<file path="config.mk">
export PLATFORM = sky130hd
export DESIGN_NAME = stopwatch_seconds_ctrl_flat
export DESIGN_NICKNAME = d
export VERILOG_FILES = /design/src/rtl/stopwatch_pkg.sv /design/src/rtl/stopwatch_seconds_ctrl_if.sv /design/src/rtl/stopwatch_seconds_ctrl_rise_pulse.sv /design/src/rtl/stopwatch_seconds_ctrl.sv /design/src/flat_wrapper.sv
export SDC_FILE = /design/constraint.sdc
export NUM_CORES = 1
export LEC_CHECK = 0
export CORE_AREA = 2 2 67 69
export CTS_CLUSTER_SIZE = 30
export DETAILED_ROUTE_END_ITERATION = 10
export DIE_AREA = 0 0 69 71
export MAX_ROUTING_LAYER = met4
export PLACE_DENSITY = 0.74
export RECOVER_POWER = 25
export SYNTH_ARGS = -nofsm -noshare
export SYNTH_HDL_FRONTEND = slang
export SYNTH_SLANG_ARGS = --single-unit
</file>
<file path="constraint.sdc">
create_clock -name clk -period 5.3 [get_ports clk]
set_input_delay 1.06 -clock clk [delete_from_list [all_inputs] [get_ports clk]]
set_output_delay 1.06 -clock clk [all_outputs]
set_load 0.02 [all_outputs]
</file>
<file path="src/rtl/stopwatch_pkg.sv">
// Shared stopwatch definitions: FSM state encoding and counter limits
// used by both the seconds stage and the minutes counter.
package stopwatch_pkg;

   typedef enum logic [1:0] {
      IDLE    = 2'b00,
      RUNNING = 2'b01,
      PAUSED  = 2'b10
   } state_t;

   localparam int SEC_MAX          = 59;
   localparam int MIN_MAX          = 99;
   localparam int TICK_DIV_DEFAULT = 100_000_000;

endpackage

</file>
<file path="src/rtl/stopwatch_seconds_ctrl_if.sv">
// Button inputs and minutes-counter handshake of the seconds stage.
interface stopwatch_seconds_ctrl_if;

   logic       start;
   logic       stop;
   logic       reset;
   logic [5:0] seconds;
   logic       min_enable;
   logic       min_reset;
   logic       running;
   logic [1:0] state;

   modport master (
      output start, stop, reset,
      input  seconds, min_enable, min_reset, running, state
   );

   modport slave (
      input  start, stop, reset,
      output seconds, min_enable, min_reset, running, state
   );

endinterface

</file>
<file path="src/rtl/stopwatch_seconds_ctrl_rise_pulse.sv">
// Level-to-edge detector: a registered copy of the level, rise is high
// for the one cycle where the level is high but was low the cycle before.
module rise_pulse #(
   parameter logic RESET_VAL = 1'b1
) (
   input  logic clk,
   input  logic rst_n,
   input  logic level,
   output logic rise
);

   logic level_q;

   // A reset value of 1 masks a level that is already high at reset release.
   always_ff @(posedge clk or negedge rst_n) begin
      if (!rst_n) begin
         level_q <= RESET_VAL;
      end else begin
         level_q <= level;
      end
   end

   assign rise = level & ~level_q;

endmodule

</file>
<file path="src/rtl/stopwatch_seconds_ctrl.sv">
// Stopwatch run control and seconds stage: button FSM, 1 Hz prescaler,
// 0..SEC_MAX seconds counter and pulses to the minutes counter.
module stopwatch_seconds_ctrl #(
   parameter int TICK_DIV = stopwatch_pkg::TICK_DIV_DEFAULT,
   parameter int SEC_MAX  = stopwatch_pkg::SEC_MAX
) (
   input logic                     clk,
   input logic                     rst_n,
   stopwatch_seconds_ctrl_if.slave bus
);

   import stopwatch_pkg::*;

   localparam int              PW         = (TICK_DIV > 1) ? $clog2(TICK_DIV) : 1;
   localparam logic [PW-1:0]   PRESC_LAST = PW'(TICK_DIV - 1);
   localparam logic [5:0]      SEC_LAST   = 6'(SEC_MAX);

   logic start_rise;
   logic stop_rise;
   logic reset_rise;

   state_t        state_q;
   state_t        state_d;
   logic [PW-1:0] presc_q;
   logic [PW-1:0] presc_d;
   logic [5:0]    sec_q;
   logic [5:0]    sec_d;
   logic          men_q;
   logic          men_d;
   logic          mrst_q;
   logic          mrst_d;
   logic          run_q;

   rise_pulse #(.RESET_VAL(1'b1)) u_start_rise (
      .clk   (clk),
      .rst_n (rst_n),
      .level (bus.start),
      .rise  (start_rise)
   );

   rise_pulse #(.RESET_VAL(1'b1)) u_stop_rise (
      .clk   (clk),
      .rst_n (rst_n),
      .level (bus.stop),
      .rise  (stop_rise)
   );

   rise_pulse #(.RESET_VAL(1'b1)) u_reset_rise (
      .clk   (clk),
      .rst_n (rst_n),
      .level (bus.reset),
      .rise  (reset_rise)
   );

   always_ff @(posedge clk or negedge rst_n) begin
      if (!rst_n) begin
         state_q <= IDLE;
         presc_q <= '0;
         sec_q   <= '0;
         men_q   <= 1'b0;
         mrst_q  <= 1'b0;
         run_q   <= 1'b0;
      end else begin
         state_q <= state_d;
         presc_q <= presc_d;
         sec_q   <= sec_d;
         men_q   <= men_d;
         mrst_q  <= mrst_d;
         run_q   <= (state_d == RUNNING);
      end
   end

   // Reset edge wins over everything; a stop edge freezes the prescaler so
   // the sub-second phase (even a pending tick) survives pause/resume.
   always_comb begin
      state_d = state_q;
      presc_d = presc_q;
      sec_d   = sec_q;
      men_d   = 1'b0;
      mrst_d  = 1'b0;
      if (reset_rise) begin
         state_d = IDLE;
         presc_d = '0;
         sec_d   = '0;
         mrst_d  = 1'b1;
      end else begin
         case (state_q)
            IDLE: begin
               presc_d = '0;
               if (start_rise) begin
                  state_d = RUNNING;
               end
            end
            RUNNING: begin
               if (stop_rise) begin
                  state_d = PAUSED;
               end else if (presc_q == PRESC_LAST) begin
                  presc_d = '0;
                  if (sec_q == SEC_LAST) begin
                     sec_d = '0;
                     men_d = 1'b1;
                  end else begin
                     sec_d = sec_q + 6'd1;
                  end
               end else begin
                  presc_d = presc_q + PW'(1);
               end
            end
            PAUSED: begin
               if (start_rise) begin
                  state_d = RUNNING;
               end
            end
            default: begin
               state_d = IDLE;
               presc_d = '0;
               sec_d   = '0;
            end
         endcase
      end
   end

   assign bus.seconds    = sec_q;
   assign bus.min_enable = men_q;
   assign bus.min_reset  = mrst_q;
   assign bus.running    = run_q;
   assign bus.state      = state_q;

endmodule

</file>
<file path="src/flat_wrapper.sv">
// flat-port wrapper written by rule: the top's interface ports become plain ports
module stopwatch_seconds_ctrl_flat import stopwatch_pkg::*;
#(
   parameter int TICK_DIV = stopwatch_pkg::TICK_DIV_DEFAULT,
   parameter int SEC_MAX  = stopwatch_pkg::SEC_MAX
)
  (clk, rst_n, bus_start, bus_stop, bus_reset, bus_seconds, bus_min_enable, bus_min_reset, bus_running, bus_state);
  stopwatch_seconds_ctrl_if bus_i ();
  input logic clk;
  input logic rst_n;
  input wire logic [$bits(bus_i.start)-1:0] bus_start;
  input wire logic [$bits(bus_i.stop)-1:0] bus_stop;
  input wire logic [$bits(bus_i.reset)-1:0] bus_reset;
  output wire logic [$bits(bus_i.seconds)-1:0] bus_seconds;
  output wire logic [$bits(bus_i.min_enable)-1:0] bus_min_enable;
  output wire logic [$bits(bus_i.min_reset)-1:0] bus_min_reset;
  output wire logic [$bits(bus_i.running)-1:0] bus_running;
  output wire logic [$bits(bus_i.state)-1:0] bus_state;
  assign bus_i.start = bus_start;
  assign bus_i.stop = bus_stop;
  assign bus_i.reset = bus_reset;
  assign bus_seconds = bus_i.seconds;
  assign bus_min_enable = bus_i.min_enable;
  assign bus_min_reset = bus_i.min_reset;
  assign bus_running = bus_i.running;
  assign bus_state = bus_i.state;
  stopwatch_seconds_ctrl #(.TICK_DIV(TICK_DIV), .SEC_MAX(SEC_MAX)) u_core (.clk(clk), .rst_n(rst_n), .bus(bus_i));
endmodule
</file>
# --- Word-level counts from Yosys, hierarchy flattened ---
# Cells that the tools add are included.
# W data, S select, Z words.
word_totals:
  register_bits: 41
  out_inout_bits: 11
  elab_cells: 49
op_classes:
  add_sub_neg: 2
  eq_ne: 9
  n_mux: 19
  bitwise: 6
  n_reduce_logical: 4
op_table:
  columns: ["cell", "n"]
  rows:
  - ["$mux W27", 3]
  - ["$pmux W27 S2", 1]
  - ["$add A27 B1 Y27 const B", 1]
  - ["$eq A27 B27 Y1 const B", 1]
  - ["$mux W6", 4]
  - ["$pmux W6 S2", 1]
  - ["$add A6 B1 Y6 const B", 1]
  - ["$eq A6 B6 Y1 const B", 1]
  - ["$mux W1", 6]
  - ["$mux W2", 3]
  - ["$eq A2 B1 Y1 const B", 2]
  - ["$ne A2 B1 Y1 const B", 2]
  - ["$pmux W2 S2", 1]
  - ["$and A1 B1 Y1", 3]
  - ["$ne A3 B1 Y1 const B", 1]
  - ["$ne A3 B3 Y1 const B", 1]
  - ["$not A1 Y1", 3]
  - ["$reduce_and A3 Y1", 1]
  - ["$eq A2 B2 Y1 const B", 1]
  - ["$logic_not A2 Y1", 1]
  - ["$reduce_and A2 Y1", 1]
  - ["$reduce_or A2 Y1", 1]

# --- Longest topological paths before layout ---
# Gate-level depths: netlist (run 1).
depth:
  word_depth: 6
  ltp_mapped: 8
  ltp_nobuf: 6

# --- Cells and area by module ---
# From an unflattened synthesis (run 1), not the netlist that was laid out.
hier_totals:
  hier_cells: 227
  hier_area_um2: 2170.8
modules_own_cells:
  columns: ["module", "instances", "cells_each", "area_each_um2", "seq_area_each_um2"]
  rows:
  - ["stopwatch_seconds_ctrl", 1, 221, 2050.7, 950.9]
  - ["rise_pulse", 3, 2, 40.0, 26.3]

# --- Worst setup path after synthesis (run 1) ---
# Ideal clock, no wire load.
synth_timing:
  path_type: "input to register"
  startpoint: "in bus_reset"
  endpoint: "reg u_core.presc_q[9]"
  setup_ps: 119
  arrival_ps: 2366
  required_time_ps: 5181
  setup_slack_ps: 2815
  cell_stages: 8
  path_buffers: 3
  cell_sequence: "nor2b_1 buf_2 o21bai_1 clkbuf_1 clkbuf_1 nand4_1 xnor2_1 nor2_1"
synth_between:
  elab_chain_cells: 3
  word_cells_on_any_way: 5
  classes_between: "eq/ne (2); mux (1); bitwise (1); reduce/logical (1)"
synth_rtl:
  columns: ["element", "line_no", "text"]
  rows:
  - ["from (decl)", "flat_wrapper.sv:13", "input wire logic [$bits(bus_i.reset)-1:0] bus_reset;"]
  - ["$and A1 B1 Y1 (*)", "stopwatch_seconds_ctrl_rise_pulse.sv:23", "assign rise = level & ~level_q;"]
  - ["$ne A3 B3 Y1 (no line) / $ne A2 B1 Y1 (equally long branches)", null, null]
  - ["$reduce_and A2 Y1 (no line)", null, null]
  - ["to (signal assigned)", "stopwatch_seconds_ctrl.sv:65", "presc_q <= presc_d;"]
  - ["to (decl)", "stopwatch_seconds_ctrl.sv:24", "logic [PW-1:0] presc_q;"]
# Every way passes the cells marked *; elsewhere a longest branch is shown, timed or not.
# A chain may end at the register's enable or synchronous reset.

# --- Worst setup path in the final report (run 1) ---
layout_timing:
  startpoint: "in bus_reset"
  endpoint: "reg u_core.presc_q[26]"
# The elaborated chain is that of the path after synthesis.

==> run_results.csv, run 1 <==
group,metric,value,unit
sta,skew,0.00732,ns
sta,period_share,0.595,
sta,fin_setup_tns,0,ns
sta,hold_slack,0.516,ns
global_route,grt_overflow,0,
place,place_congestion,0.780,
critical_path,r2r_start,"u_core.presc_q[0]$_DFFE_PN0P_",
sta,slew_headroom,-0.426,
sta,setup_violations,0,
synth,synth_edf_count,0,
synth,synth_top_cell_area_share,0.430,
sta,drv_slew,42,
global_route,antenna_found_initial,0,
power_and_ir_drop,sw_frac_of_total,0.245,
synth,synth.most_common_cell,"dfrtp_1",
status,violations,"max-capacitance violations, max-slew violations",
clock_tree,cts_tree,"yes",
synth,syn_inst,222,
floorplan,die-height,71,µm
synth,ys.flop_type,"dfrtp_1",
place,portBuffers,15,
global_route,grt_pass1_vias,1545,
status,outcome,"finished with violations",
power_and_ir_drop,p_int,0.479,mW
synth,avgSynthCellArea,9.97,µm²
critical_path,rr_endpoint,"u_core.presc_q[16]$_DFFE_PN0P_",
power_and_ir_drop,worst_ir_drop_vdd,0.191,mV
cells_and_area,layout.nets,242,
power_and_ir_drop,comb_power_share,0.099,
critical_path,critical_path.max_stage_delay,0.55,ns
cells_and_area,drive_above_1_share,0.114,
drt,drc,0,
drt,first_pass_iters,4,
critical_path,r2r_setup_slack,2.85,ns
drt,avgViaCountPerCell,5.89,
synth,syn_nets,229,
critical_path,crit_fanout,21,
drt,drt_iter0_drc,139,
clock_tree,path_clk_slew,0.08,ns
critical_path,crit_type,"input port to flop",
global_route,track_usage,0.191,
power_and_ir_drop,p_leak,1.03,nW
worst_hold_path,min_from,"u_core.presc_q[1]$_DFFE_PN0P_",
critical_path,path_cells,"dlygate4sd3_1 -> nor2b_1 -> o21bai_1 -> buf_4 -> nand2_1 -> or4_1 -> a21oi_1",
worst_hold_path,hold_end,"u_core.presc_q[1]$_DFFE_PN0P_",
global_route,grt_max_degree,42,
clock_tree,clk_path_buf_depth,2,
critical_path,cp.arrival,3.36,ns
power_and_ir_drop,powerDensity,255,nW/µm²
place,postPlaceCellArea,2380,µm²
synth,ys_types,49,
synth,async_flop_share,1.00,
drt,wl,4260,µm
flow_run,cap_violations,1,
sta,worstMarginPinSlew,2.14,ns
sta,fmax,0.317,GHz
clock_tree,cts-hold-fix-buffers,0,
cells_and_area,n_antenna_cell,0,
critical_path,r2r_cells,6,
floorplan,row_count,24,
sta,hold_viol,0,
power_and_ir_drop,sequentialPowerShare,0.513,
critical_path,crit_slowest_cell,"or4_1",
floorplan,io_pins,16,
floorplan,coreArea,4200,µm²
clock_tree,cts_max_level,2,
worst_hold_path,holdPathStages,2,
critical_path,crit_start,"bus_reset",
power_and_ir_drop,netSwitchingPower,0.155,mW
clock_tree,ctsResizeCount,0,
critical_path,crit_path_end_kind,"flop",
clock_tree,root_buffer,"clkbuf_8",
cells_and_area,fin_cells,288,
synth,synth.area.top_cells,"dfrtp_1 (43%), xor2_1 (6.3%), nand3_1 (4.1%), nand4_1 (4.0%), nor2_1 (3.7%)",
clock_tree,worstSkewPairLatency,0.29,ns
synth,ys_ff_latch,41,
sta,rsz0062_at_grt,"false",
drt,routedWlPerCell,14.8,µm
floorplan,die_area,4900,µm²
cells_and_area,post-route-cell-area,2480,µm²
floorplan,die_w,69,µm
drt,ant_nets,0,
synth,synthTopCellsByCount,"dfrtp_1 (38), nor2_1 (22), nand3_1 (18), nand2_1 (16), xor2_1 (16)",
cells_and_area,areaGrowthSynthToFinish,12.2,%
worst_hold_path,hold_path_class,"flop to flop",
clock_tree,cts_buffers,5,
synth,syn_area,2210,µm²
floorplan,initial_core_util,0.526,
synth,synth_largest_area_cell,"dfrtp_1",
power_and_ir_drop,pwr-share-clk,0.389,
synth,yosysWarnings,0,
clock_tree,cts_setup_buffers,0,
cells_and_area,nFillCells,367,
place,place_hpwl,2870,µm
critical_path,worstPathRequired,5.51,ns
sta,period_minus_slack,3.15,ns
synth,synth_seq_area_share,0.465,
place,dp.cells,280,
clock_tree,clock-sinks,41,
power_and_ir_drop,p_total,0.634,mW
global_route,grt_pass1_wl,7360,µm
drt,vias,1697,
critical_path,startpoint_type,"input port",
-- registers in the layout, summed over array words and instances (netlist names) --
name,count
u_core.bus.min_enable,1
u_core.bus.min_reset,1
u_core.bus.running,1
u_core.bus.seconds,6
u_core.bus.state,2
u_core.presc_q,27
u_core.u_reset_rise.level_q,1
u_core.u_start_rise.level_q,1
u_core.u_stop_rise.level_q,1
-- layout by cell type, fill, tap and decap left out, types with 2 or more instances in the layout --
cell	count
nor4_4	2
dlygate4sd3_1	3
clkbuf_8	5
nand3_1	18
or3b_2	2
and2_1	2
mux2i_1	2
a21oi_1	10
nand4_4	2
o22ai_1	2
clkbuf_1	2
a21o_1	2
o21ai_0	6
or4_1	5
nor2_1	22
xor2_1	16
or4_4	2
nor3_1	4
clkdlybuf4s50_1	11
inv_1	3
ha_1	2
dfstp_2	3
nor4_1	3
nand2_1	16
or3_1	2
o31ai_1	6
nand4_1	14
dfrtp_1	38
o211ai_1	2
nand2b_1	2
and3_1	3
nor2b_1	4
-- worst max path at each step --
| stage | end | slack (ns) |
|---|---|---|
| 4_1_cts | u_core.presc_q[24]$_DFFE_PN0P_ | 2.23 |
| 5_1_grt | u_core.presc_q[26]$_DFFE_PN0P_ | 1.96 |
| 6_report | u_core.presc_q[26]$_DFFE_PN0P_ | 2.15 |
| 2_1_floorplan | u_core.presc_q[9]$_DFFE_PN0P_ | 2.81 |
| 3_5_place_dp | u_core.presc_q[24]$_DFFE_PN0P_ | 1.90 |
| 3_3_place_gp | u_core.presc_q[24]$_DFFE_PN0P_ | 1.99 |
-- logic make-up (layout without fill, tap and decap cells) --
kind of cell	after synthesis	in the layout	synth area share
adder cells (fa/ha/maj)	2	2	0.0113
AO/OA/AOI/OAI	33	33	0.0984
XOR/XNOR	17	17	0.0673
buffers and inverters	13	27	0.0294
AND/OR/NAND/NOR	114	114	0.319
multiplexers	2	2	0.00905
flip-flops	41	41	0.465
-- worst max-delay path, delay by kind of cell --
family	cells	cell delay (ns)
AND/OR/NAND/NOR	3	1.17
buffers and inverters	2	0.79
AO/OA/AOI/OAI	2	0.33
-- power groups by stage --
stage | registers (mW) | clock network, mW | logic [mW]
after floorplan | 0.334 | 0 | 0.0410
after global placement | 0.331 | 0 | 0.0638
after detailed placement | 0.331 | 0 | 0.0642
after CTS | 0.325 | 0.253 | 0.0644
after global routing | 0.326 | 0.265 | 0.0699
final | 0.325 | 0.246 | 0.0627
-- per-stage QoR --
step                       util  setup slack [ns]
after global routing      0.591              1.96
final                     0.591              2.15
after CTS                 0.591              2.23
after floorplan               -              2.81
after global placement    0.565              1.99
after detailed placement  0.565              1.90
-- layout make-up --
type / instances / area (µm²) / area share
clock inverter: 2 / 35.0 / 0.0141
inverter: 3 / 11.3 / 0.00453
tap: 52 / 65.1 / 0.0262
timing repair buffer: 16 / 151 / 0.0610
sequential: 41 / 1030 / 0.415
multi-input combinational: 168 / 1120 / 0.450
clock buffer: 6 / 72.6 / 0.0292
-- per-layer routing --
metal / share of wire / vias up / wire length, µm / track usage
met5: 0 / - / 0 / -
met4: 0.019 / 0 / 79 / 0.0806
met3: 0.029 / 7 / 125 / 0.0413
met2: 0.46 / 27 / 1950 / 0.272
met1: 0.49 / 826 / 2100 / 0.263
li1: - / 837 / - / -
Note: power is estimated with default switching activity, not from simulation.
==> run 2, diff against run 1 <==
--- a/config.mk
+++ b/config.mk
@@ -5,12 +5,12 @@
 export SDC_FILE = /design/constraint.sdc
 export NUM_CORES = 1
 export LEC_CHECK = 0
-export CORE_AREA = 2 2 67 69
+export CORE_AREA = 2 2 69 71
 export CTS_CLUSTER_SIZE = 30
 export DETAILED_ROUTE_END_ITERATION = 10
-export DIE_AREA = 0 0 69 71
+export DIE_AREA = 0 0 71 73
 export MAX_ROUTING_LAYER = met4
-export PLACE_DENSITY = 0.74
+export PLACE_DENSITY = 0.73
 export RECOVER_POWER = 25
 export SYNTH_ARGS = -nofsm -noshare
 export SYNTH_HDL_FRONTEND = slang
==> constraint.sdc (replaced) <==
create_clock -name clk -period 2.75 [get_ports clk]
set_input_delay 0.55 -clock clk [delete_from_list [all_inputs] [get_ports clk]]
set_output_delay 0.55 -clock clk [all_outputs]
set_load 0.02 [all_outputs]
==> run 2 against run 1 <==
  * The flow still finishes with violations (max-capacitance violations, max-slew violations)
  * Clock power is 53% higher
  * Wire length is 0.63% higher
  * Global-route usage is 0.16 points higher
  * Sequential cell count stayed put
  * Sequential share of layout area is 0.083 points lower
  * Non-clock buffer count is 4 higher
  * Cell area is 0.20% higher
  * Register-to-register slack worse by 2.5 ns
  * Highest routed layer unchanged
==> run_results.csv, run 2 (same netlist as run 1, synthesis figures left out) <==
group,metric,value,unit
status,outcome,"finished with violations",
status,violations,"max-capacitance violations, max-slew violations",
clock_tree,clock-sinks,41,
global_route,grt_overflow,0,
place,dp.cells,286,
floorplan,die_area,5180,µm²
drt,vias,1714,
sta,skew,0.00761,ns
floorplan,initial_core_util,0.488,
sta,period_share,0.880,
floorplan,row_count,25,
drt,routedWlPerCell,14.6,µm
clock_tree,worstSkewPairLatency,0.29,ns
place,place_congestion,0.795,
drt,drc,0,
clock_tree,cts_max_level,2,
cells_and_area,post-route-cell-area,2490,µm²
clock_tree,cts_buffers,5,
critical_path,crit_path_end_kind,"flop",
clock_tree,cts_setup_buffers,0,
sta,fmax,0.413,GHz
global_route,track_usage,0.192,
drt,first_pass_iters,4,
clock_tree,cts_tree,"yes",
cells_and_area,layout.nets,246,
cells_and_area,n_antenna_cell,0,
place,postPlaceCellArea,2410,µm²
power_and_ir_drop,netSwitchingPower,0.293,mW
cells_and_area,largest_register_ffs,27,
power_and_ir_drop,p_int,0.838,mW
critical_path,crit_type,"flop to flop",
place,place_hpwl,2900,µm
cells_and_area,top_register,"u_core.presc_q",
cells_and_area,drive_above_1_share,0.121,
flow_run,cap_violations,1,
drt,wl,4280,µm
clock_tree,cts-hold-fix-buffers,0,
critical_path,startpoint_type,"flop",
drt,avgViaCountPerCell,5.83,
cells_and_area,fin_cells,294,
sta,period_minus_slack,2.42,ns
sta,fin_setup_tns,0,ns
power_and_ir_drop,powerDensity,455,nW/µm²
global_route,grt_pass1_vias,1606,
sta,setup_violations,0,
global_route,grt_max_degree,42,
critical_path,r2r_cells,5,
power_and_ir_drop,worst_ir_drop_vdd,0.306,mV
global_route,grt_pass1_wl,7570,µm
place,portBuffers,15,
floorplan,die-height,73,µm
floorplan,coreArea,4540,µm²
drt,drt_iter0_drc,99,
cells_and_area,areaGrowthSynthToFinish,12.4,%
sta,slew_headroom,-0.429,
sta,drv_slew,42,
cells_and_area,layout_commonest_cell,"dfrtp_1",
sta,rsz0062_at_grt,"false",
floorplan,die_w,71,µm
floorplan,io_pins,16,
critical_path,worstPathRequired,2.90,ns
sta,hold_viol,0,
power_and_ir_drop,pwr-share-clk,0.333,
worst_hold_path,hold_path_class,"flop to flop",
clock_tree,path_clk_slew,0.08,ns
worst_hold_path,holdPathStages,2,
clock_tree,clk_path_buf_depth,2,
cells_and_area,nFillCells,395,
clock_tree,root_buffer,"clkbuf_8",
power_and_ir_drop,sequentialPowerShare,0.554,
sta,worstMarginPinSlew,2.14,ns
critical_path,crit_fanout,25,
drt,ant_nets,0,
power_and_ir_drop,sw_frac_of_total,0.259,
global_route,antenna_found_initial,0,
cells_and_area,final_cell_mix,"dfrtp_1 (38), nor2_1 (22), nand3_1 (18), nand2_1 (16), xor2_1 (16)",
power_and_ir_drop,p_leak,1.04,nW
power_and_ir_drop,comb_power_share,0.113,
clock_tree,ctsResizeCount,0,
critical_path,cp.arrival,2.57,ns
==> run 2: layer usage <==
layer	track usage	share of wire	wire [µm]	vias to the layer above
met5	-	0	0	-
met4	0.0566	0.010	44	0
met3	0.0539	0.026	111	4
met2	0.273	0.45	1940	24
met1	0.270	0.51	2180	844
li1	-	-	-	842
==> run 2: power by group through the flow <==
stage          Combinational (mW)  Sequential, mW  Clock (mW)
2_1_floorplan              0.0791           0.643           0
3_3_place_gp                0.130           0.638           0
6_report                    0.128           0.627       0.377
5_1_grt                     0.144           0.628       0.424
4_1_cts                     0.130           0.626       0.394
3_5_place_dp                0.130           0.637           0
==> run 2: path summary, 6_finish.rpt <==
| kind | startpoint | slack [ns] | endpoint |
|---|---|---|---|
| worst max register to register | u_core.presc_q[12]$_DFFE_PN0P_ | 0.33 | u_core.presc_q[5]$_DFFE_PN0P_ |
| worst min register to register | u_core.presc_q[1]$_DFFE_PN0P_ | 0.52 | u_core.presc_q[1]$_DFFE_PN0P_ |
| worst max-delay path | u_core.presc_q[12]$_DFFE_PN0P_ | 0.33 | u_core.presc_q[5]$_DFFE_PN0P_ |
| max in group asynchronous | rst_n | 0.65 | u_core.presc_q[8]$_DFFE_PN0P_ |
| worst min-delay path | u_core.presc_q[1]$_DFFE_PN0P_ | 0.52 | u_core.presc_q[1]$_DFFE_PN0P_ |
| min in group asynchronous | rst_n | 0.88 | u_core.presc_q[9]$_DFFE_PN0P_ |
==> run 2: worst max-delay path, cell delays in order (launching register included) <==
cell and delay, ns:
dfrtp_1 0.42, or4_4 0.56, nor4_4 0.39, nand3_2 0.18, a21oi_4 0.61, nor2_1 0.12
==> run 2: metrics by stage <==
step	utilization	worst slack, ns	total power, mW	hold WS (ns)
floorplan	-	0.772	0.722	0.254
global placement	0.531	0.283	0.767	0.489
detailed placement	0.531	0.173	0.767	0.502
CTS	0.549	0.303	1.15	0.401
global route	0.549	0.112	1.20	0.573
finish	0.549	0.329	1.13	0.520
==> run 2: area by class of cell <==
type                            instances  area, µm²  share of cell area
Sequential cell                        41       1030               0.414
Multi-Input combinational cell        168       1120               0.449
Clock buffer                            8       80.1              0.0322
Inverter                                3       11.3             0.00452
Tap cell                               54       67.6              0.0271
Timing Repair Buffer                   20        181              0.0729
